`src/rtl/ecc_operand_loader.sv`:
```
// Operand front end for the ECC scalar-multiply core: deserialises five nibble lanes
// MSB-first into SIZE-bit words, range-checks the set, and offers it over valid/ready.
module ecc_operand_loader #(
    parameter  int NIBBLE_W = 4,
    parameter  int SIZE     = 32,
    localparam int NUM_NIB  = SIZE / NIBBLE_W
) (
    input  logic                clk,
    input  logic                reset,
    input  logic                i_start,
    input  logic [NIBBLE_W-1:0] i_a,
    input  logic [NIBBLE_W-1:0] i_prime,
    input  logic [NIBBLE_W-1:0] i_k,
    input  logic [NIBBLE_W-1:0] i_px,
    input  logic [NIBBLE_W-1:0] i_py,
    input  logic                i_ready,
    output logic [SIZE-1:0]     o_a,
    output logic [SIZE-1:0]     o_prime,
    output logic [SIZE-1:0]     o_k,
    output logic [SIZE-1:0]     o_px,
    output logic [SIZE-1:0]     o_py,
    output logic                o_valid,
    output logic                o_busy,
    output logic                o_err,
    output logic [1:0]          o_err_code
);

    localparam int CNT_W     = $clog2(NUM_NIB + 1);
    localparam int NUM_LANES = 5;

    typedef enum logic [1:0] {
        IDLE  = 2'd0,
        LOAD  = 2'd1,
        CHECK = 2'd2,
        HOLD  = 2'd3
    } state_t;

    state_t             state_reg;
    logic [CNT_W-1:0]   cnt_reg;
    logic               valid_reg;
    logic               err_reg;
    logic [1:0]         err_code_reg;
    logic               shift_en;
    logic [1:0]         chk_code;
    logic [NIBBLE_W-1:0] lane_nib [NUM_LANES];
    logic [SIZE-1:0]    prime_w;
    logic [SIZE-1:0]    k_w;
    logic [SIZE-1:0]    px_w;
    logic [SIZE-1:0]    py_w;

    assign lane_nib[0] = i_a;
    assign lane_nib[1] = i_prime;
    assign lane_nib[2] = i_k;
    assign lane_nib[3] = i_px;
    assign lane_nib[4] = i_py;

    // All lanes move in lock-step; words are frozen outside IDLE-start and LOAD.
    assign shift_en = ((state_reg == IDLE) && i_start) || (state_reg == LOAD);

    generate
        for (genvar gi = 0; gi < NUM_LANES; gi++) begin : g_lane
            logic [SIZE-1:0] word_reg;

            always_ff @(posedge clk) begin
                if (reset) begin
                    word_reg <= '0;
                end else if (shift_en) begin
                    word_reg <= {word_reg[SIZE-NIBBLE_W-1:0], lane_nib[gi]};
                end
            end
        end
    endgenerate

    assign o_a     = g_lane[0].word_reg;
    assign o_prime = g_lane[1].word_reg;
    assign o_k     = g_lane[2].word_reg;
    assign o_px    = g_lane[3].word_reg;
    assign o_py    = g_lane[4].word_reg;

    assign prime_w = g_lane[1].word_reg;
    assign k_w     = g_lane[2].word_reg;
    assign px_w    = g_lane[3].word_reg;
    assign py_w    = g_lane[4].word_reg;

    // Rejection reasons in priority order: bad prime, point out of field, zero scalar.
    always_comb begin
        chk_code = 2'd0;
        if ((prime_w == '0) || !prime_w[0]) begin
            chk_code = 2'd1;
        end else if ((px_w >= prime_w) || (py_w >= prime_w)) begin
            chk_code = 2'd2;
        end else if (k_w == '0) begin
            chk_code = 2'd3;
        end
    end

    always_ff @(posedge clk) begin
        if (reset) begin
            state_reg    <= IDLE;
            cnt_reg      <= '0;
            valid_reg    <= 1'b0;
            err_reg      <= 1'b0;
            err_code_reg <= 2'd0;
        end else begin
            err_reg <= 1'b0;
            case (state_reg)
                IDLE: begin
                    if (i_start) begin
                        cnt_reg   <= CNT_W'(1);
                        state_reg <= (NUM_NIB == 1) ? CHECK : LOAD;
                    end
                end
                LOAD: begin
                    cnt_reg <= cnt_reg + CNT_W'(1);
                    if (cnt_reg == CNT_W'(NUM_NIB - 1)) begin
                        state_reg <= CHECK;
                    end
                end
                CHECK: begin
                    cnt_reg      <= '0;
                    err_code_reg <= chk_code;
                    if (chk_code != 2'd0) begin
                        err_reg   <= 1'b1;
                        state_reg <= IDLE;
                    end else begin
                        valid_reg <= 1'b1;
                        state_reg <= HOLD;
                    end
                end
                HOLD: begin
                    if (i_ready) begin
                        valid_reg <= 1'b0;
                        state_reg <= IDLE;
                    end
                end
                default: state_reg <= IDLE;
            endcase
        end
    end

    assign o_valid    = valid_reg;
    assign o_err      = err_reg;
    assign o_err_code = err_code_reg;
    assign o_busy     = (state_reg != IDLE);

endmodule

```
`config.mk`:
```
export PLATFORM = sky130hd
export DESIGN_NAME = ecc_operand_loader
export DESIGN_NICKNAME = d
export VERILOG_FILES = /design/src/rtl/ecc_operand_loader.sv
export SDC_FILE = /design/constraint.sdc
export NUM_CORES = 1
export LEC_CHECK = 0
export BUFFER_PORTS_ARGS = -buffer_cell sky130_fd_sc_hd__buf_2
export CAP_MARGIN = 25
export CORE_UTILIZATION = 48
export CTS_CLUSTER_DIAMETER = 60
export DETAILED_ROUTE_END_ITERATION = 7
export PLACE_DENSITY = 0.78
export SLEW_MARGIN = 30
export SYNTH_ARGS = -nofsm -noshare
export SYNTH_HDL_FRONTEND = slang
export SYNTH_SLANG_ARGS = --single-unit
```
`constraint.sdc`:
```
create_clock -name clk -period 2.31 [get_ports clk]
set_clock_uncertainty 0.2 [all_clocks]
set_input_delay 0.231 -clock clk [delete_from_list [all_inputs] [get_ports clk]]
set_output_delay 0.231 -clock clk [all_outputs]
set_load 0.1 [all_outputs]
```
## Word-level counts from Yosys, hierarchy flattened

Index checks and enable logic that the tools add are counted.

| storage, ports and cells | value |
|---|---|
| flip-flop bits (word level) | 170 |
| input bits | 24 |
| output and inout bits | 165 |
| word-level logic and storage cells | 52 |

| operators by class | value |
|---|---|
| add/sub/neg operators | 1 |
| order comparisons | 2 |
| equality and inequality tests | 8 |
| mux-type cells | 14 |
| bitwise logic cells | 1 |
| reduce and logical (&&, ||, !) cells | 16 |

Operator list:

| cell | number |
|---|---|
| 32-bit >= comparator | 2 |
| 32-bit logical NOT | 2 |
| 2-bit two-way mux | 7 |
| 4-bit one-hot mux with 3 select lines | 1 |
| 2-bit one-hot mux with 4 select lines | 1 |
| 2-bit inequality test (second input constant) | 3 |
| 3-bit AND reduction | 2 |
| 2-bit nonzero test | 3 |
| 4-bit by 1-bit adder with 4-bit output (second input constant) | 1 |
| 2-bit == test (second input constant) | 2 |
| 4-bit by 3-bit == test with 1-bit output (second input constant) | 1 |
| 4-bit two-way mux | 1 |
| 1-bit logical OR | 3 |
| 1-bit two-way mux | 3 |
| 3-bit nonzero test | 1 |
| 2-bit by 1-bit == test with 1-bit output (second input constant) | 1 |
| 2-bit logical NOT | 1 |
| 2-bit by 1-bit inequality test with 1-bit output (second input constant) | 1 |
| 1-bit one-hot mux with 2 select lines | 1 |
| 2-bit AND reduction | 1 |
| 2-bit OR reduction | 1 |
| 1-bit logical AND | 1 |
| 1-bit logical NOT | 1 |
| 1-bit inverter | 1 |

## Depth between registers and ports, before layout

| logic depth | value |
|---|---|
| depth after elaboration | 7 |
| gate-level depth with buffers | 9 |
| depth with buffers taken out | 9 |

## Worst setup path after synthesis

OpenSTA, ideal clock, no wires.

| timing | value |
|---|---|
| path kind | register to register |
| start | register g_lane[1].word_reg[0] (netlist: o_prime[0]) |
| end | register err_reg (netlist: o_err) |
| library setup time | 0.168 ns |
| arrival time | 2.932 ns |
| setup slack | -0.990 ns |
| stages on the path, launching flop included | 9 |
| clock period less this slack | 3.300 ns |
| cells stage by stage | dfxtp_1 ha_1 nand2b_1 a2111oi_0 nand3b_1 a31oi_1 a2111oi_4 nor4b_1 a21oi_1 |

| on the way | value |
|---|---|
| longest elaborated chain between the ends | 6 |
| elaborated cells on any way between the ends | 10 |

RTL lines:

| item | RTL line | text |
|---|---|---|
| from (decl) | 62 | `logic [SIZE-1:0] word_reg;` |
| from (signal assigned) | 68 | `word_reg <= {word_reg[SIZE-NIBBLE_W-1:0], lane_nib[gi]};` |
| 32-bit >= comparator | 90 | `end else if ((px_w >= prime_w) \|\| (py_w >= prime_w)) begin` |
| 1-bit logical OR | 90 |  |
| 2-bit two-way mux | 90 |  |
| 2-bit two-way mux (*) | 88 | `if ((prime_w == '0) \|\| !prime_w[0]) begin` |
| 2-bit nonzero test (*) | 122 | `if (chk_code != 2'd0) begin` |
| 1-bit two-way mux (*) | 122 |  |
| to (signal assigned) | 102 | `err_reg <= 1'b0;` |
| to (signal assigned) | 105 | `err_reg <= 1'b0;` |
| to (signal assigned) | 123 | `err_reg <= 1'b1;` |
| to (decl) | 41 | `logic err_reg;` |

Mark *: on every way between the ends. The rest lies on a longest branch, timed or not.
A chain may end at the register's enable or synchronous reset.

## Worst setup path in the final report

| timing | value |
|---|---|
| start | register g_lane[1].word_reg[0] (netlist: o_prime[0]) |
| end | register state_reg[1] |

| on the way | value |
|---|---|
| longest elaborated chain between the ends | 7 |
| elaborated cells on any way between the ends | 11 |

RTL lines:

| item | RTL line | text |
|---|---|---|
| 32-bit >= comparator | 90 |  |
| 1-bit logical OR | 90 |  |
| 2-bit two-way mux | 90 |  |
| 2-bit two-way mux (*) | 88 |  |
| 2-bit nonzero test (*) | 122 |  |
| 2-bit two-way mux (*) | 122 |  |
| 2-bit one-hot mux with 4 select lines (*) | 106 | `case (state_reg)` |
| to (signal assigned) | 110 | `state_reg <= (NUM_NIB == 1) ? CHECK : LOAD;` |
| to (decl) | 38 | `state_t state_reg;` |

Marks and branches as above.

==> results.yml <==
power:
  powerDensity_nw_per_um2: 1130
  leakage_nw: 4.66
  clkPwrFrac: 0.257
  peakVddDrop_v: 0.00101
  swShare: 0.449
  power_mw: 12.0
  seqPwrFrac: 0.285
  switching_power_mw: 5.39
  combPwrFrac: 0.458
  internal_power_mw: 6.60
place:
  placed_area_um2: 9580
  io_buffer_count: 188
  place.gp.congestion: 0.880
  hpwl_um: 15800
  dp_slack_ns: -0.355
die:
  core_um2: 15300
  ioPinCount: 189
  num_rows: 45
  die_w_um: 127
  dieArea_um2: 16200
  die_h_um: 127
  initial_core_util: 0.495
timing:
  tns_ns: -0.514
  slew_violations: 0
  period_share: 1.06
  worstMarginPinSlew_ns: 0.590
  setup_ws_ns: -0.137
  rsz0062_at_grt: "true"
  finalSetupViolations: 6
  fin_crit_ns: 2.45
  max_slew_margin: 0.607
  hold_viol: 0
  fmax_mhz: 409
status:
  violations: "negative setup slack"
  status: "finished, violations left"
layout:
  final_common_cell: "nand2_1"
  multiInputGateArea_um2: 4050
  area_growth_syn_to_layout_pct: 40.4
  regArea_um2: 3620
  final_layout_size_suffix_gt1_frac: 0.356
  nNetsFinal: 1320
  finish.instance_area_um2: 10600
  final_cell_mix: "nand2_1, buf_2, a21oi_1, dfxtp_1, buf_4"
  fill_cells: 1191
  antennaDiodeCount: 0
worst_setup_path:
  cp.buffers_inverters: 0
  cp.required_ns: 2.45
  cp.depth: 8
  cp_data_arrival_time_ns: 2.59
  r2r_cells: 8
  crit_type: "reg -> reg"
  cp_cell_sequence: "ha_4, nand2b_4, a2111o_1, a311oi_4, o22ai_4, nor4_4, nand2_1, a311oi_1"
  crit_family: "compound AO/OA/AOI/OAI gates"
  cp-end-kind: "flop"
  critPathMaxFanout: 4
  crit_slowest_cell: "a2111o_1"
  cp-start-kind: "flop"
  slowest_delay_ns: 0.39
logic_synthesis:
  synth_top_cell_by_area: "dfxtp_1"
  synth_cells: 971
  ys_seq_area_frac: 0.450
  synth.avg_cell_area_um2: 7.78
  ys.flop_type: "dfxtp_1"
  syn_nets: 1065
  yosysWarningCount: 0
  synth_top_cells_by_area: "dfxtp_1, nand2_1, a21oi_1"
  ys_ff_latch: 170
  async_reset_ff_frac: 0
  ys_types: 39
  synth-edff-count: 0
  syn_area_um2: 7550
  netlist.area_leader.share: 0.450
global_routing:
  grt_pass1_wl_um: 35700
  first_global_vias: 7172
  grtUsageTotal: 0.278
  grt_overflow: 0
  grt_start_max_net_pins: 57
  grt_antenna_before_repair: 0
cts:
  clk_latency_ns: 0.43
  clockBufferDepth: 2
  numCtsBuffers: 17
  cts_tree: "yes"
  cts.clk_slew.worst_paths_ns: 0.06
  htreeDepth: 4
  cts-root-buf: "clkbuf_16"
  clock-sinks: 170
drt:
  first_pass_iters: 5
  drt_iter0_markers: 527
  wire_per_inst_um: 15.7
  vias_per_cell: 5.34
  vias: 7740
  wl_um: 22700
  drc_errors: 0
  antenna_left: 0
flow_run:
  max-cap-violations: 0
min_path:
  holdPathStages: 2
  min_path_type: "in -> reg"
## power groups by stage
| stage | registers (mW) | logic (mW) | clock network (mW) |
|---|---|---|---|
| floorplan | 4.94 | 2.26 | 0 |
| global placement | 3.47 | 5.06 | 0 |
| detailed placement | 3.48 | 5.12 | 0 |
| CTS | 3.41 | 5.29 | 3.12 |
| global route | 3.45 | 5.81 | 3.24 |
| finish | 3.42 | 5.49 | 3.08 |
## logic make-up (layout without fill, tap and decap cells)
family	count (synthesis)	after routing	share of synthesized area
simple gates	412	412	0.226
fa+ha+maj	70	70	0.116
buf+inv	93	361	0.0462
compound gates	226	226	0.161
flops	170	170	0.450
## area by class of cell
class / count / area share
multi-input cells: 708 / 0.382
flip-flops and latches: 170 / 0.341
repair buffers: 291 / 0.178
clock buffers: 20 / 0.0461
well taps: 211 / 0.0249
clock inverters: 12 / 0.0149
inverters: 38 / 0.0138
## final timing paths
check / start / to / slack, ns
min: reset / o_k[7] / 0.08
max: o_prime[0] / state_reg[1] / -0.14
min reg2reg: o_a[29] / o_a[29] / 0.25
max reg2reg: o_prime[0] / state_reg[1] / -0.14
## layer usage
metal / up-vias / part of all wire / track usage
met5: - / 0 / 0
met4: 0 / 0.023 / 0.109
met3: 46 / 0.055 / 0.0582
met2: 270 / 0.50 / 0.477
met1: 3655 / 0.42 / 0.341
li1: 3769 / - / -
## worst reg2reg max path: stages, from the launching register on
cell and delay (ns):
dfxtp_4 0.37, ha_4 0.24, nand2b_4 0.13, a2111o_1 0.39, a311oi_4 0.32, o22ai_4 0.16
nor4_4 0.22, nand2_1 0.09, a311oi_1 0.24
## Yosys cell counts (3+ instances only)
cell type    n
nand2_1    346
a21oi_1    192
dfxtp_1    170
ha_1        70
clkbuf_1    55
inv_1       38
nor2_1      15
o21ai_0     15
nand4_1     11
nor4_1      10
nor3_1       6
nor2b_1      5
a211oi_1     4
a21o_1       3
and4_1       3
nand2b_1     3
## metrics by stage
step | hold WS [ns] | instances | util
after global routing | 0.0932 | 1450 | 0.695
after CTS | 0.0676 | 1449 | 0.687
final | 0.0768 | 1450 | 0.695
after floorplan | 0.161 | 971 | -
after detailed placement | 0.246 | 1394 | 0.628
after global placement | 0.235 | 1394 | 0.628
## timing repair
| action | CTS | global route |
|---|---|---|
| hold buffers | 21 | 0 |
| setup buffers | 2 | 1 |
| pin swaps | 3 | 16 |
| hold endpoints to repair | 21 | 0 |
| gates resized for setup | 7 | 25 |
| setup endpoints to repair | 6 | 6 |
(Power assumes the default switching activity.)
